[src/rtl/game_pkg.sv]
// Shared game constants: state encoding, screen geometry,
// coordinate widths and default sprite sizes.
package game_pkg;

    typedef enum logic [1:0] {
        IDLE     = 2'd0,
        FLYING   = 2'd1,
        EXPLODE  = 2'd2,
        COOLDOWN = 2'd3
    } state_e;

    localparam int SCREEN_W     = 640;
    localparam int SCREEN_H     = 480;
    localparam int COORD_X_W    = 10;
    localparam int COORD_Y_W    = 10;
    localparam int SPR_PLAYER_W = 26;
    localparam int SPR_PROJ_W   = 2;
    localparam int SPR_PROJ_H   = 8;

    function automatic int max_int(input int a, input int b);
        return (a > b) ? a : b;
    endfunction

endpackage

[src/rtl/rising_edge_detect.sv]
// Registered rising-edge detector; history resets high so a level
// held through reset is not seen as an edge.
module rising_edge_detect (
    input  logic clk,
    input  logic rst_n,
    input  logic in_i,
    output logic rise_o
);

    logic in_q;

    always_ff @(posedge clk or negedge rst_n) begin
        if (!rst_n) in_q <= 1'b1;
        else        in_q <= in_i;
    end

    assign rise_o = in_i & ~in_q;

endmodule

[src/rtl/projectile_ctrl.sv]
// Player projectile controller: launch on fire edge, climb per move
// tick, freeze for an explosion on hit, then cool down before re-fire.
module projectile_ctrl
    import game_pkg::*;
#(
    parameter int X_W            = COORD_X_W,
    parameter int Y_W            = COORD_Y_W,
    parameter int PLAYER_Y       = 440,
    parameter int PLAYER_W       = SPR_PLAYER_W,
    parameter int PROJ_W         = SPR_PROJ_W,
    parameter int PROJ_H         = SPR_PROJ_H,
    parameter int PROJ_SPEED     = 4,
    parameter int EXPLODE_TICKS  = 6,
    parameter int COOLDOWN_TICKS = 8
) (
    input  logic           clk,
    input  logic           rst,
    input  logic           clk_move,
    input  logic           fire,
    input  logic [X_W-1:0] player_x,
    input  logic           clear,
    input  logic           collision,
    output logic [X_W-1:0] proj_x,
    output logic [Y_W-1:0] proj_y,
    output logic           proj_active,
    output logic           exploding,
    output logic           hit_pulse,
    output logic           miss_pulse
);

    localparam int CNT_W =
        $clog2(max_int(EXPLODE_TICKS, COOLDOWN_TICKS) + 1);

    localparam logic [X_W:0] LAUNCH_OFF =
        (X_W+1)'(PLAYER_W / 2 - PROJ_W / 2);
    localparam logic [Y_W-1:0] LAUNCH_Y = Y_W'(PLAYER_Y - PROJ_H);
    localparam logic [Y_W-1:0] SPEED    = Y_W'(PROJ_SPEED);
    localparam logic [CNT_W-1:0] EXP_LAST = CNT_W'(EXPLODE_TICKS - 1);
    localparam logic [CNT_W-1:0] CD_LAST  = CNT_W'(COOLDOWN_TICKS - 1);

    state_e           state_q;
    logic [CNT_W-1:0] cnt_q;
    logic [X_W-1:0]   proj_x_q;
    logic [Y_W-1:0]   proj_y_q;
    logic             active_q;
    logic             expl_q;
    logic             hit_q;
    logic             miss_q;
    logic             fire_rise;

    rising_edge_detect u_fire_edge (
        .clk    (clk),
        .rst_n  (rst),
        .in_i   (fire),
        .rise_o (fire_rise)
    );

    always_ff @(posedge clk or negedge rst) begin
        if (!rst) begin
            state_q  <= IDLE;
            cnt_q    <= '0;
            proj_x_q <= '0;
            proj_y_q <= '0;
            active_q <= 1'b0;
            expl_q   <= 1'b0;
            hit_q    <= 1'b0;
            miss_q   <= 1'b0;
        end else begin
            hit_q  <= 1'b0;
            miss_q <= 1'b0;
            if (clear) begin
                state_q  <= IDLE;
                cnt_q    <= '0;
                active_q <= 1'b0;
                expl_q   <= 1'b0;
            end else begin
                unique case (state_q)
                    IDLE: begin
                        if (fire_rise) begin
                            proj_x_q <= X_W'({1'b0, player_x} + LAUNCH_OFF);
                            proj_y_q <= LAUNCH_Y;
                            active_q <= 1'b1;
                            cnt_q    <= '0;
                            state_q  <= FLYING;
                        end
                    end
                    FLYING: begin
                        // A hit freezes the shot even on a move tick.
                        if (collision) begin
                            active_q <= 1'b0;
                            expl_q   <= 1'b1;
                            hit_q    <= 1'b1;
                            cnt_q    <= '0;
                            state_q  <= EXPLODE;
                        end else if (clk_move) begin
                            if (proj_y_q < SPEED) begin
                                active_q <= 1'b0;
                                miss_q   <= 1'b1;
                                cnt_q    <= '0;
                                state_q  <= COOLDOWN;
                            end else begin
                                proj_y_q <= proj_y_q - SPEED;
                            end
                        end
                    end
                    EXPLODE: begin
                        if (clk_move) begin
                            if (cnt_q == EXP_LAST) begin
                                expl_q  <= 1'b0;
                                cnt_q   <= '0;
                                state_q <= COOLDOWN;
                            end else begin
                                cnt_q <= cnt_q + 1'b1;
                            end
                        end
                    end
                    COOLDOWN: begin
                        if (clk_move) begin
                            if (cnt_q == CD_LAST) begin
                                cnt_q   <= '0;
                                state_q <= IDLE;
                            end else begin
                                cnt_q <= cnt_q + 1'b1;
                            end
                        end
                    end
                endcase
            end
        end
    end

    assign proj_x      = proj_x_q;
    assign proj_y      = proj_y_q;
    assign proj_active = active_q;
    assign exploding   = expl_q;
    assign hit_pulse   = hit_q;
    assign miss_pulse  = miss_q;

endmodule
[config.mk]
export PLATFORM = sky130hd
export DESIGN_NAME = projectile_ctrl
export DESIGN_NICKNAME = d
export VERILOG_FILES = /design/src/rtl/game_pkg.sv /design/src/rtl/rising_edge_detect.sv /design/src/rtl/projectile_ctrl.sv
export SDC_FILE = /design/constraint.sdc
export NUM_CORES = 1
export LEC_CHECK = 0
export CAP_MARGIN = 20
export CORE_ASPECT_RATIO = 0.9
export CORE_MARGIN = 5
export CORE_UTILIZATION = 53
export CTS_CLUSTER_SIZE = 40
export DETAILED_ROUTE_END_ITERATION = 10
export PLACE_DENSITY = 0.84
export SYNTH_ARGS = -nofsm -noshare
export SYNTH_HDL_FRONTEND = slang
export SYNTH_SLANG_ARGS = --single-unit
[constraint.sdc]
create_clock -name clk -period 5 [get_ports clk]
set_input_delay 0.75 -clock clk [delete_from_list [all_inputs] [get_ports clk]]
set_output_delay 0.75 -clock clk [all_outputs]
set_load 0.005 [all_outputs]
==> results of run 1 <==
## state kept, by name, indices dropped and copies added, names as in the netlist
register          flops
proj_active           1
proj_y                8
exploding             1
hit_pulse             1
miss_pulse            1
cnt_q                 4
u_fire_edge.in_q      1
state_q               2
proj_x               10
## final cells by class
type	count	area (sq um)
Timing Repair Buffer	38	377.9
Sequential cell	29	726.9
Clock inverter	2	10.01
Tap cell	42	52.55
Multi-Input combinational cell	132	863.3
Fill cell	252	929.6
Clock buffer	6	41.29
Inverter	11	41.29
## critical path, cell delays in order
cell             delay [ps]
clkdlybuf4s50_1         630
or2b_2                  410
or2_2                   420
a21o_1                  220
o21ai_0                  70
a22o_1                  160
## logic make-up (layout without fill, tap and decap cells)
family,after synthesis,in the layout
simple gates,71,71
compound gates,35,35
flops,29,29
buf+inv,18,57
xor+xnor,11,11
fa+ha+maj,9,9
mux,4,4
other cells,1,2
## worst paths after layout
kind / depth (start not counted) / slack (ps) / end
worst min register to register: 2 / 480 / proj_x[9]$_DFFE_PN0P_
worst min-delay path: 2 / 480 / proj_x[9]$_DFFE_PN0P_
worst max-delay path: 6 / 2620 / proj_y[4]$_DFFE_PN0P_
min in group asynchronous: 2 / 790 / cnt_q[0]$_DFFE_PN0P_
worst max register to register: 4 / 2770 / cnt_q[0]$_DFFE_PN0P_
max in group asynchronous: 2 / 3900 / u_fire_edge.in_q$_DFF_PN1_
## cells in the final DEF (no fill, tap or decap), types with 2 or more instances in the layout
master / synthesis / layout
a21o_1: 2 / 2
a21oi_1: 7 / 7
a22o_1: 2 / 2
clkbuf_4: 0 / 5
clkdlybuf4s50_1: 0 / 37
clkinv_2: 0 / 2
conb_1: 1 / 2
dfrtp_1: 28 / 28
ha_1: 9 / 9
inv_1: 11 / 11
mux2_2: 2 / 2
mux2i_1: 2 / 2
nand2_1: 22 / 22
nand2b_1: 4 / 4
nand3_1: 3 / 3
nand4_1: 2 / 2
nand4b_1: 2 / 2
nor2_1: 16 / 16
nor3_1: 3 / 3
nor3b_1: 3 / 3
nor4_1: 2 / 2
o21ai_0: 14 / 14
or2_2: 3 / 3
or2b_2: 2 / 2
or3_1: 2 / 2
xnor2_1: 3 / 3
xor2_1: 8 / 8
## through the flow
step	hold WS [ps]	instances	util	setup slack [ps]
floorplan	454.4	179	-	2920
global placement	461.3	252	0.6776	2341
detailed placement	469.3	252	0.6776	2292
CTS	490.2	260	0.6945	2646
global route	524.8	260	0.6945	2525
finish	482.6	260	0.6945	2621
## routing by layer
| metal | vias up | share of wire | GRT usage | routed length, um |
|---|---|---|---|---|
| met2 | 48 | 0.45 | 0.2345 | 1522 |
| li1 | 684 | - | - | - |
| met4 | 0 | 0.012 | 0.06098 | 39 |
| met1 | 645 | 0.45 | 0.2012 | 1503 |
| met5 | - | 0 | 0 | 0 |
| met3 | 6 | 0.086 | 0.06995 | 287 |
## power by group through the flow
stage	Clock, uW	Combinational (uW)	Sequential (uW)
floorplan	0	246	391
global placement	0	451	392
detailed placement	0	466	395
CTS	137	469	392
global route	148	515	405
finish	131	465	393
==> run summary, run 1 <==
The final net count is 242. The synthesis-to-layout area growth is 26.42%. After detailed routing, the total wire length is 3.353 mm. The worst setup path is captured at a flop. The clock period minus worst slack came out at 2379 ps. The startpoint identified for the worst hold timing path is proj_x[9]$_DFFE_PN0P_. The share of power burned in registers came out at 0.397. The first-pass iteration count of the detailed router came out at 5. Ranked by instance count, the synthesized netlist is headed by dfrtp_1 (28), nand2_1 (22), nor2_1 (16), o21ai_0 (14), inv_1 (11). The site row count is 19. The wire length of the first global-routing pass is 5.547 mm. The sort of element at the start of the critical path is an input port.

Of the post-synthesis cell area, the dominant cell type holds 0.4192. The run finished with clean final reports. The detailed placement HPWL came out at 2.564 mm.

The number of cells produced by synthesis is 178. The number of sinks on the clock net came out at 29. The number of buffers inserted by port buffering is 37. The part of the total power dissipated in the clock network is 0.133. The die footprint came out at 4379 sq um.

The transition at the pin with the smallest max-transition slack is 618.8 ps. The number of flops mapped to enable cells by yosys is 0. In this run the critical register-to-register path is launched from proj_y[6]$_DFFE_PN0P_. In this run the tightest slew margin relative to its limit is 0.5867. The buffer levels on the longest clock path came out at 2. Clock skew on the completed layout was measured at 6.487 ps. The maximum achievable frequency is 0.4204 GHz. The clock buffer count from CTS came out at 5.

The timing startpoint of the critical path is clear. Clock-pin slew was measured on the worst setup and hold paths at 90 ps. The synthesized-area fraction occupied by ao, oa, aoi and oai cells is 0.1355. The number of design rule violations left after detail routing is 0.

Routability-driven placement finished with a final weighted congestion of 0.8457. STA puts the critical path data required time at 5270 ps. The via-per-instance ratio came out at 5.319.

The die is 63.28 um tall. Of the cells placed in the final design, the portion with a size suffix greater than 1 is 0.1009. By area, the combinational part of the netlist is dominated by simple AND/OR/NAND/NOR gates. The portion of netlist area occupied by mux cells is 0.02545. The number of primary I/O pins is 40.

The cell area after synthesis is 1672 sq um. The via count of the first global-routing pass came out at 1,304. The clock latency at the later pin of the worst-skew pair is 320 ps. The peak supply drop is 0.2861 mV.

The overall global routing resource usage came out at 0.1578. The arithmetic-cell share of the synthesized area counting full adders, half adders and majority gates is 0.06737. Of the total synthesized cell area, the portion taken by AND, OR, NAND and NOR gates is 0.2260.

The ratio of final minimum period to clock period is 0.4758. The arrival time of data at the critical path endpoint came out at 2650 ps. The number of antenna violations at the first check in global routing came out at 0. The number of levels in the clock H-tree came out at 2. Dividing total power by cell area gives a power density of 468.1 nW/um^2. The instance area at placement is 2062 sq um. The number of gates resized after cts came out at 0. The top flip-flop cell by instance count after synthesis is dfrtp_1. The final-report max-slew violation count was 0. The share of the Yosys chip area taken by registers is 0.4349. The cell sitting at the root of the clock tree is a clkbuf_4. Yosys attributes the largest share of cell area to dfrtp_1 (42%), ha_1 (6.7%), nand2_1 (4.9%). The post-CTS setup repair buffer count is 0. The maximum number of pins on one net before global-route repair is 30. The total inserted antenna cells is 0. Of the total synthesized cell area, the portion taken by XOR and XNOR cells is 0.05763.

In this run the worst hold path is classified as flop to flop. The final number of hold-violating endpoints came out at 0. Summed over all instances, the cell type with the most area after synthesis is dfrtp_1. Across the run, the number of max-cap violations was 0. During synthesis, Yosys emitted a total of 0 warnings. The total of flip-flops plus latches after synthesis is 29. The final setup TNS came out at 0 ps.

The clock tree from TritonCTS is yes. The number of DRC markers in iteration 0 is 77. The starting density of the core came out at 0.5493.

The cell leakage power is 0.0009399 uW. The core region area came out at 3043 sq um. The most frequently used cell type in the post-synthesis netlist is dfrtp_1. Hold repair after CTS inserted 0 buffers. The floorplan step set the die width to 69.20 um. The share of total power dissipated in combinational logic is 0.470. The proportion of register bits with asynchronous set or reset after synthesis came out at 1.000.

Setup repair after global routing left no endpoint under its margin. The critical path in this run is classified as input port to flop. After synthesis, the netlist uses 45 different library cells. The internal cell power is 632.0 uW. The total congestion overflow is 0.

Of all nets on the critical path, the largest fanout is 20. The count of nets left with antenna violations once routing finished came out at 0. Setup violations remaining at the end of the flow were counted as 0. The total via count after detailed routing is 1,383. The switching fraction of total power came out at 0.3612.

Each instance of the synthesized netlist takes up on average 9.391 sq um. Dividing the detail-routed wire length by the instance count gives 12.90 um. The completed layout was analyzed and its total power is 989.3 uW. The net switching power of the design came out at 357.3 uW. The final instance area came out at 2113 sq um.
Power figures use the tool's default switching activity.
==> inputs of run 2 (changes only) <==
--- a/config.mk
+++ b/config.mk
@@ -8,10 +8,10 @@
 export CAP_MARGIN = 20
 export CORE_ASPECT_RATIO = 0.9
 export CORE_MARGIN = 5
-export CORE_UTILIZATION = 53
+export CORE_UTILIZATION = 49
 export CTS_CLUSTER_SIZE = 40
 export DETAILED_ROUTE_END_ITERATION = 10
-export PLACE_DENSITY = 0.84
+export PLACE_DENSITY = 0.79
 export SYNTH_ARGS = -nofsm -noshare
 export SYNTH_HDL_FRONTEND = slang
 export SYNTH_SLANG_ARGS = --single-unit
==> constraint.sdc (replaced) <==
create_clock -name clk -period 2.2 [get_ports clk]
set_input_delay 0.33 -clock clk [delete_from_list [all_inputs] [get_ports clk]]
set_output_delay 0.33 -clock clk [all_outputs]
set_load 0.005 [all_outputs]
==> run 2 against run 1 <==
Total power rose to 2.8 times the previous value. Die area rose by 6.9%. Register-to-register slack got worse by 2700 ps. Non-clock buffer count grew 16. Clock-buffer cell count shrank 1. Hold slack lost 55 ps. Critical path depth grew 1. Critical path type is now flop to flop. Routed wire length up 14%.
==> run summary, run 2 (synthesis gave the netlist of run 1 again) <==
The die footprint is 4681 sq um (+6.9%). The starting density of the core is 0.5023 (-0.04709). The endpoint identified for the worst register-to-register timing path is cnt_q[0]$_DFFE_PN0P_. The final weighted congestion in routability-driven placement is 0.8985 (+6.2%). The clock period minus worst slack came out at 2168 ps. The worst register-to-register path begins at proj_y[2]$_DFFE_PN0P_. The number of cells on the worst reg-to-reg path is 7 (+3). The part of the total power dissipated in the clock network is 0.235 (+0.102). The maximum fanout encountered on the critical timing path came out at 6 (-70%).

The number of cells after detailed placement came out at 261 (+3.6%). The instance area at placement is 2117 sq um (+2.7%). The flip-flop count of the largest register after layout came out at 10 (unchanged). The layer flagged by global routing as most heavily used is met2. The path class of the tightest hold or removal check is input port to async pin. The number of antenna violations at the first check in global routing came to 0 (unchanged).

The met3 track demand over resource came out at 0.05199 (-0.01796). CTS placed an instance of clkbuf_8 at the clock tree root. The most critical setup path has its startpoint at proj_y[2]$_DFFE_PN0P_. The core region area came to 3328 sq um (+9.4%). The number of primary I/O pins was 40 (unchanged). The detailed placement HPWL is 2.762 mm (+7.7%). The post-route non-filler standard cell count is 278 (+6.9%).

The total via count after detailed routing was 1,420 (+2.7%). The required time reported for the critical path endpoint came out at 2360 ps (-2910 ps). The internal cell power came out at 1918 uW (+200%). The ratio of final minimum period to clock period is 0.9856. TritonCTS built the clock tree. The number of violations of the max-capacitance limit is 0 (unchanged). The final number of hold-violating endpoints came out at 0 (unchanged).

The power per cell area came to 1203 nW/um^2 (+160%). The cell leakage power came out at 0.001059 uW (+13%). The arrival time of data at the critical path endpoint came out at 2330 ps (-320 ps). The share of power burned in registers came to 0.310 (-0.087). The remaining antenna violation count is 0 (unchanged).

The number of DRC markers in iteration 0 came out at 85 (+10%). The run finished with clean final reports. The maximum achievable frequency is 0.4612 GHz. The buffer levels on the longest clock path came out at 2 (unchanged).

The largest clock skew in the final design is 6.131 ps (-0.3558 ps). The clock latency at the later pin of the worst-skew pair was 280 ps (-40 ps). The site row count came out at 20 (+1). The total power consumption of the routed design came to 2811 uW (+180%). The final-layout worst hold slack is 427.5 ps (-55.15 ps).

The net switching power of the design came out at 893.8 uW (+150%). Leaving out fill and tap cells, the most frequent cell in the layout is clkdlybuf4s50_1. The die outline width is 71.57 um (+3.4%). The first-pass iteration count of the detailed router was 4 (-1). The share of post-route cells with drive strength above 1 came out at 0.1752 (+0.07430). Setup repair after global routing could not meet its margin everywhere. The post-layout utilization of the core came out at 0.7023 (+0.007766). The number of design rule violations left after detail routing is 0 (unchanged). The final wirelength came to 3.823 mm (+14%).

The mean routed wirelength per cell came out at 13.75 um (+6.6%). The final-report max-slew violation count came out at 0 (unchanged). The number of levels in the clock H-tree came out at 2 (unchanged).

The number of sinks on the clock net was 29 (unchanged). The synthesis-to-layout area growth is 39.82%. The total congestion overflow came out at 0 (unchanged). The final instance area came out at 2337 sq um (+11%).

The peak supply drop is 0.6742 mV (+140%). The cts-stage hold buffer count is 0 (unchanged). The total inserted antenna cells is 0 (unchanged).

The number of buffers inserted by port buffering is 37 (unchanged). The part of the power in combinational logic is 0.456 (-0.014). The vertical die dimension is 65.41 um (+3.4%). The overall global routing resource usage came out at 0.1756 (+0.01784). The critical path is of the flop to flop type. The final net count is 258 (+6.6%).

The sort of element at the start of the critical path is a flop. The clock transition at the registers of the reported paths is 70 ps (-20 ps). The clock buffer count from CTS is 5 (unchanged).

The worst reg-to-reg setup slack came out at 30 ps (-2740 ps). The total of endpoints with negative setup slack in the final report is 0 (unchanged). The global routing met1 resource utilization is 0.2279 (+0.02673). The via-per-instance ratio came out at 5.108 (-4.0%).

The maximum number of pins on one net before global-route repair came out at 30 (unchanged). The wire length of the first global-routing pass is 6.382 mm (+15%). The fraction of met2 tracks used by global routing came out at 0.2672 (+0.03268). The kind of capture point of the worst setup path is a flop. The via count of the first global-routing pass is 1,356 (+4.0%).

The layout filler cell count is 231 (-8.3%). In the layout the commonest cells are clkdlybuf4s50_1 (37), dfrtp_1 (28), nand2_1 (22). The switching fraction of total power came to 0.3179 (-0.04324).
-- run 2: through the flow --
| stage | TNS (ps) | setup slack [ps] |
|---|---|---|
| final | 0 | 31.59 |
| after global routing | -140.9 | -65.16 |
| after CTS | 0 | 47.95 |
| after detailed placement | 0 | 56.00 |
| after global placement | 0 | 104.9 |
| after floorplan | 0 | 120.4 |
-- run 2: cell type report --
cell class / instances / area (sq um) / share of cell area
clock buffer: 5 / 68.82 / 0.02944
tap: 44 / 55.05 / 0.02355
multi-input combinational: 132 / 878.3 / 0.3758
timing repair buffer: 54 / 501.7 / 0.2147
inverter: 11 / 41.29 / 0.01767
sequential: 29 / 726.9 / 0.3110
clock inverter: 3 / 65.06 / 0.02784
-- run 2: worst max-delay path, cell delays in order, from the launching register on --
cell and delay, ps:
dfrtp_1 420, inv_1 70, ha_2 170, or2b_4 280, o41a_1 420, nor3_4 230
buf_6 150, mux2_4 290
-- run 2: how the worst max path moves through the flow --
stage,to,cells after the start
6_report,cnt_q[0]$_DFFE_PN0P_,7
5_1_grt,state_q[0]$_DFFE_PN0P_,8
4_1_cts,cnt_q[1]$_DFFE_PN0P_,6
3_5_place_dp,cnt_q[1]$_DFFE_PN0P_,6
3_3_place_gp,cnt_q[1]$_DFFE_PN0P_,4
2_1_floorplan,cnt_q[0]$_DFFE_PN0P_,4
-- run 2: repair_timing --
action	4_1_cts	5_1_grt
buffers inserted	0	9
gates resized for setup	0	6
endpoints found under the setup margin	0	6
-- run 2: power by group through the flow --
stage | logic (uW) | clock network (uW) | registers, uW
2_1_floorplan | 558 | 0 | 888
3_3_place_gp | 1090 | 0 | 864
3_5_place_dp | 1120 | 0 | 879
4_1_cts | 1130 | 672 | 874
5_1_grt | 1420 | 699 | 902
6_report | 1280 | 660 | 871
-- run 2: routing by layer --
layer / up-vias / wire [um]
met2: 41 / 1785
met4: 0 / 76
met5: - / 0
met3: 6 / 236
li1: 715 / -
met1: 658 / 1724
==> inputs of run 3 (changes only) <==
==> constraint.sdc (replaced) <==
create_clock -name clk -period 2.2 [get_ports clk]
set_input_delay 0.33 -clock clk [delete_from_list [all_inputs] [get_ports clk]]
set_output_delay 0.33 -clock clk [all_outputs]
set_load 0.01 [all_outputs]
==> results of run 3 <==
Same layout as run 2 (identical final DEF). Status: completed.
Among the figures that moved: total power 2811 uW -> 2879 uW; worst IR drop on VDD 0.6742 mV -> 0.7216 mV
